`src/rtl/dr_assembler.sv`:
```
// dr_assembler: packs LSB-first UART bytes into DATA_PACKET_WIDTH-bit packets and pushes them to a FIFO.
// Define DR_TIMEOUT_EN to discard partial packets after TIMEOUT_CYCLES idle cycles in COLLECT.
module dr_assembler #(
    parameter int DATA_PACKET_WIDTH = 51,
    parameter int UART_DATA_WIDTH   = 8,
    parameter int TIMEOUT_CYCLES    = 1000
) (
    input  logic                         clk,
    input  logic                         rst,
    input  logic [UART_DATA_WIDTH-1:0]   data_byte,
    input  logic                         we,
    input  logic                         f_full,
    output logic [DATA_PACKET_WIDTH-1:0] data_packet,
    output logic                         wr_en,
    output logic                         overflow,
    output logic                         timeout
);
    localparam int NBYTES = (DATA_PACKET_WIDTH + UART_DATA_WIDTH - 1) / UART_DATA_WIDTH;
    localparam int BW     = NBYTES * UART_DATA_WIDTH;
    localparam int CW     = $clog2(NBYTES + 1);
    typedef enum logic [1:0] {IDLE, COLLECT, PUSH} state_t;
    state_t                       state_q;
    logic [CW-1:0]                count_q;
    logic [BW-1:0]                buf_q;
    logic [BW-1:0]                buf_d;
    logic [DATA_PACKET_WIDTH-1:0] data_packet_q;
    logic                         overflow_q;
    // count_q is 0 in IDLE and PUSH, so buf_d always lands a fresh byte 0 there
    always_comb begin
        buf_d = buf_q;
        buf_d[int'(count_q) * UART_DATA_WIDTH +: UART_DATA_WIDTH] = data_byte;
    end
`ifdef DR_TIMEOUT_EN
    localparam int TW = $clog2(TIMEOUT_CYCLES);
    logic [TW-1:0] tcnt_q;
    logic          timeout_q;
    logic          expire;
    assign expire  = state_q == COLLECT && !we && tcnt_q == TW'(TIMEOUT_CYCLES - 1);
    assign timeout = timeout_q;
    always_ff @(posedge clk) begin
        if (rst) begin
            tcnt_q    <= '0;
            timeout_q <= 1'b0;
        end else begin
            tcnt_q    <= (state_q == COLLECT && !we && !expire) ? tcnt_q + 1'b1 : '0;
            timeout_q <= expire;
        end
    end
`else
    logic expire;
    assign expire  = 1'b0;
    assign timeout = 1'b0;
`endif
    always_ff @(posedge clk) begin
        if (rst) begin
            state_q       <= IDLE;
            count_q       <= '0;
            buf_q         <= '0;
            data_packet_q <= '0;
            overflow_q    <= 1'b0;
        end else begin
            case (state_q)
                IDLE: if (we) begin
                    buf_q   <= buf_d;
                    count_q <= CW'(1);
                    state_q <= COLLECT;
                end
                COLLECT: if (we) begin
                    buf_q <= buf_d;
                    if (count_q == CW'(NBYTES - 1)) begin
                        data_packet_q <= buf_d[DATA_PACKET_WIDTH-1:0];
                        count_q       <= '0;
                        state_q       <= PUSH;
                    end else begin
                        count_q <= count_q + 1'b1;
                    end
                end else if (expire) begin
                    count_q <= '0;
                    state_q <= IDLE;
                end
                PUSH: if (!f_full) begin
                    if (we) begin
                        buf_q   <= buf_d;
                        count_q <= CW'(1);
                        state_q <= COLLECT;
                    end else begin
                        state_q <= IDLE;
                    end
                end else if (we) begin
                    overflow_q <= 1'b1;
                end
                default: state_q <= IDLE;
            endcase
        end
    end
    assign wr_en       = state_q == PUSH && !f_full;
    assign data_packet = data_packet_q;
    assign overflow    = overflow_q;
endmodule

```
`config.mk`:
```
export PLATFORM = sky130hd
export DESIGN_NAME = dr_assembler
export DESIGN_NICKNAME = d
export VERILOG_FILES = /design/src/rtl/dr_assembler.sv
export SDC_FILE = /design/constraint.sdc
export NUM_CORES = 1
export LEC_CHECK = 0
export ABC_AREA = 1
export BUFFER_PORTS_ARGS = -buffer_cell sky130_fd_sc_hd__buf_2
export CAP_MARGIN = 10
export CORE_MARGIN = 8
export CORE_UTILIZATION = 27
export CTS_CLUSTER_DIAMETER = 50
export DETAILED_ROUTE_END_ITERATION = 8
export PLACE_DENSITY = 0.42
export SLEW_MARGIN = 25
export SYNTH_ARGS = -nofsm -noshare
export SYNTH_HDL_FRONTEND = slang
export SYNTH_SLANG_ARGS = --single-unit
```
`constraint.sdc`:
```
create_clock -name clk -period 4.27 [get_ports clk]
set_input_delay 0.2135 -clock clk [delete_from_list [all_inputs] [get_ports clk]]
set_output_delay 0.2135 -clock clk [all_outputs]
set_load 0.01 [all_outputs]
```
---- Word level (Yosys, flattened, before mapping) ----
Index checks and enable logic that the tools add are counted.
storage, ports and cells
  register bits after elaboration ......... 113
  input port bits ......................... 12
  word-level logic and storage cells ...... 42
cells by class
  $add $sub $neg .......................... 2
  equality and inequality tests ........... 7
  shift operators ......................... 2
  multiplexer cells ....................... 15
  reductions and logical operators ........ 11
operators with widths
  cell                       count
  $mux W56                   2
  $pmux W56 S2               1
  $bwmux W56                 1
  $shift A8 B33 Y56 const A  1
  $shiftx A8 B33 Y56         1
  $neg A6 Y33                1
  $mux W3                    4
  $pmux W3 S3                1
  $reduce_and A3 Y1          3
  $mux W2                    4
  $ne A2 B2 Y1 const B       4
  $pmux W2 S3                1
  $reduce_and A4 Y1          1
  $add A3 B1 Y3 const B      1
  $eq A3 B3 Y1 const B       1
  $reduce_bool A3 Y1         1
  $eq A2 B1 Y1 const B       1
  $eq A2 B2 Y1 const B       1
  $logic_not A2 Y1           1
  $reduce_and A2 Y1          1
  $reduce_bool A2 Y1         1
  $reduce_or A2 Y1           1
  $logic_and A1 B1 Y1        1
  $logic_not A1 Y1           1
  $mux W1                    1

---- Logic depth before layout (Yosys ltp) ----
  word-level depth ........................ 6
  depth in mapped cells ................... 12
  mapped depth without buffers ............ 10

---- Worst setup path before layout ----
OpenSTA, ideal clock, no wires.
  kind .................................... register to register
  from .................................... register count_q[0]
  to ...................................... register buf_q[7]
  data arrival time ....................... 2.075 ns
  required time ........................... 4.155 ns
  path slack .............................. 2.080 ns
  stages on the path, launching flop included .. 11
  path buffers ............................ 1
  clock period less this slack ............ 2.190 ns
  cells stage by stage .................... dfxtp_1 -> inv_1 -> buf_2 -> ha_1 -> ha_1 -> nor3_2 -> nand2_2 -> nand2_1 -> nand2_1 -> o21ai_0 -> inv_1
on the way
  word-level cells in the longest chain between the ends .. 6
  elaborated cells between the ends (all ways) .. 7
RTL lines
  item                                                            line        text
  start: declaration                                              23          logic [CW-1:0] count_q;
  start signal: assignment                                        75          count_q <= count_q + 1'b1;
  $neg A6 Y33 (*)                                                 31          buf_d[int'(count_q) * UART_DATA_WIDTH +: UART_DATA_WIDTH] = data_byte;
  $shiftx A8 B33 Y56 / $shift A8 B33 Y56 (equally long branches)  31
  $bwmux W56 (*)                                                  31
  $mux W56 (*)                                                    63, 68, 82
  $mux W56                                                        81          PUSH: if (!f_full) begin
  $pmux W56 S2 (*)                                                62          case (state_q)
  end signal: assignment                                          64          buf_q <= buf_d;
  end signal: assignment                                          69          buf_q <= buf_d;
  end signal: assignment                                          83          buf_q <= buf_d;
  end: declaration                                                24          logic [BW-1:0] buf_q;
Mark *: on every way between the ends. The rest lies on a longest branch, timed or not. The select of a mux whose other input is x is not followed.
A chain may end at the register's enable or synchronous reset.

---- Worst setup path in the final report ----
  from .................................... register count_q[0]
  to ...................................... register buf_q[8]
Same word-level chain as after synthesis.

==> results.cfg <==
[place]
gp_congestion = 0.826
port_buffers = 64
dp.cells = 1039
hpwl_um = 9890
pre_cts_slack_ps = 906

[timing]
hold_viol = 0
setup_viol = 0
rsz0062_at_grt = no
worst_pin_slew_ps = 856
min_period_over_period_pct = 78.9
fmax_mhz = 297
relSlewSlack_pct = 42.9
slew_violations = 0
fin_skew_ps = 7.71
setup_ws_ps = 902
tns_ps = 0
fin_crit_ps = 3370

[grt]
grt_max_degree = 65
grt_usage_pct = 12.7
grt_pass1_vias = 4429
overflow = 0
grt_pass1_wl_um = 24000
grt_antenna_before_repair = 0

[logic_synthesis]
synth_area_leaders = dfxtp_1, nor2_1, inv_1, o21ai_0, nand2_1
syn_avg_cell_area_sq_um = 6.55
synth-seq-cells = 108
synth_cell_types = 27
ys.warnings.count = 0
synth_area_leader_cell = dfxtp_1
seq_area_frac_synth_pct = 42.4
syn_nets = 795
synth.cell_area_sq_um = 5100
yosysTopAreaCellShare_pct = 42.4
syn_inst = 778

[route]
antenna_left = 0
via_count = 4622
vias_per_cell = 4.39
dr.pass1.iters = 5
dr.first_iter.drc_count = 251
routed_wl_um = 14600
avgRoutedWirePerCell_um = 13.8
drc_errors = 0

[setup_path]
rrSetupSlack_ps = 900
r2r_start = count_q[0]$_SDFFE_PP0P_
crit_top_cell = inv_1
r2r_end = buf_q[8]$_SDFFE_PP0P_
crit_end = buf_q[8]$_SDFFE_PP0P_
worst_setup_path_end_kind = flip-flop
arrival_ps = 3620
crit_type = flip-flop to flip-flop
crit_path_cell_trace = inv_1 -> ha_1 -> ha_1 -> inv_1 -> nor2_4 -> o21ai_0 -> o21ai_0 -> inv_1
ff2ff_path_depth = 8
startpoint = count_q[0]$_SDFFE_PP0P_
required_ps = 4520
crit_path_max_fanout = 24
max_stage_delay_ps = 790
startpoint_type = flip-flop
cp_slowest_cell = ha_1

[clock_tree]
max-clock-path-buffers = 2
numCtsBuffers = 9
cts_htree_levels = 3
cts_root_buf = clkbuf_16
ctsHoldBuffers = 0
cts_tree = built
path_clk_slew_ps = 70
cts_sinks = 108
ctsResizeCount = 0
clk_latency_ps = 360
post_cts_buffers = 0

[final_layout]
finish.utilization_pct = 31.2
fin_nets = 833
syn2layout_area_growth_pct = 14.3
nFillCells = 2112
stdcell_count = 1054
multi_input_area_sq_um = 2230
num_antenna_cells = 0
seqCellArea_sq_um = 2160
drive_gt1_share_pct = 11.6

[die]
start_util_pct = 27.3
ios = 66
die_w_um = 153
die-area_sq_um = 23500
core_area_sq_um = 18600
std_cell_rows = 50
die_h_um = 153

[outcome]
status = finished, final reports clean

[hold_path]
hp-class = primary input to flip-flop

[power_and_ir_drop]
power-per-cell-area_nw_per_um2 = 358
p_leak_nw = 3.16
peakVddDrop_mv = 0.215

[flow_run]
maxCapViolations = 0
[worst min path at each step]
stage                                from               endpoint  slack [ps]  depth (start not counted)
floorplan                              we  overflow$_SDFFE_PP0P_         360                          2
global placement    overflow$_SDFFE_PP0P_  overflow$_SDFFE_PP0P_         450                          2
detailed placement  overflow$_SDFFE_PP0P_  overflow$_SDFFE_PP0P_         450                          2
CTS                                    we  overflow$_SDFFE_PP0P_         140                          3
global route                           we  overflow$_SDFFE_PP0P_         160                          3
finish                                 we  overflow$_SDFFE_PP0P_         160                          3
[through the flow]
stage          power, mW  instance area, sq um  hold slack [ps]
4_1_cts             2.13                  5820              138
6_report            2.09                  5830              157
2_1_floorplan       1.25                  5100              358
3_3_place_gp        1.31                  5550              454
5_1_grt             2.19                  5830              158
3_5_place_dp        1.30                  5550              450
[power breakdown]
group / switching, mW / internal [mW] / total, mW
combinational: 0.161 / 0.0616 / 0.223
clock: 0.382 / 0.424 / 0.806
sequential: 0.0164 / 1.04 / 1.06
total: 0.560 / 1.53 / 2.09
[cell type report]
cell class / instances / area share (%)
multi-input cells: 491 / 38.2
inverters: 137 / 8.85
flip-flops and latches: 108 / 37.1
repair buffers: 69 / 6.14
clock buffers: 13 / 4.47
clock inverters: 2 / 0.172
well taps: 234 / 5.03
[worst max-delay path, delay by kind of cell, from the launching register on]
kind / cells / cell delay [ps]
adder cells (fa/ha/maj): 2 / 1100
buffers and inverters: 3 / 780
flip-flops: 1 / 590
AND/OR/NAND/NOR: 1 / 430
AO/OA/AOI/OAI: 2 / 340
[routing by layer]
| metal | track usage (%) | wire [um] |
|---|---|---|
| met5 | 0 | 0 |
| met4 | 4.25 | 184 |
| met3 | 2.96 | 554 |
| met2 | 19.6 | 6310 |
| met1 | 17.2 | 7530 |
[registers in the layout, summed over array words and instances (netlist names)]
signal       cells
data_packet     51
buf_q           51
state_q          2
overflow         1
count_q          3
[Yosys cell counts (all sizes together)]
cell type / number
o21ai: 110
a211oi: 1
clkinv: 1
buf: 26
nand3: 69
ha: 5
nor3b: 1
nand2: 95
nor3: 3
inv: 136
o31ai: 1
nor2: 166
nand4: 2
a21oi: 37
conb: 1
dfxtp: 108
clkbuf: 16
[cells by family (layout without fill, tap and decap cells)]
| kind of cell | after synthesis | count (layout) | synth area share [%] |
|---|---|---|---|
| AND/OR/NAND/NOR | 336 | 336 | 27.7 |
| adder cells (fa/ha/maj) | 5 | 5 | 1.23 |
| AO/OA/AOI/OAI | 149 | 149 | 14.7 |
| flip-flops | 108 | 108 | 42.4 |
| other | 1 | 1 | 0.0735 |
| buffers and inverters | 179 | 221 | 13.9 |
[cells in the final DEF (no fill, tap or decap), types with 2 or more instances in the layout]
cell type	synthesis	routed
a21oi_1	37	37
buf_2	18	64
buf_4	4	5
clkbuf_1	16	2
clkbuf_16	0	9
clkbuf_8	0	2
clkinv_2	0	3
dfxtp_1	108	108
ha_1	5	5
inv_1	131	131
inv_2	5	4
nand2_1	94	94
nand3_1	67	67
nand3_2	2	2
nor2_1	164	164
nor2_4	2	2
o21ai_0	94	94
o21ai_1	16	16
Power figures use the tool's default switching activity.
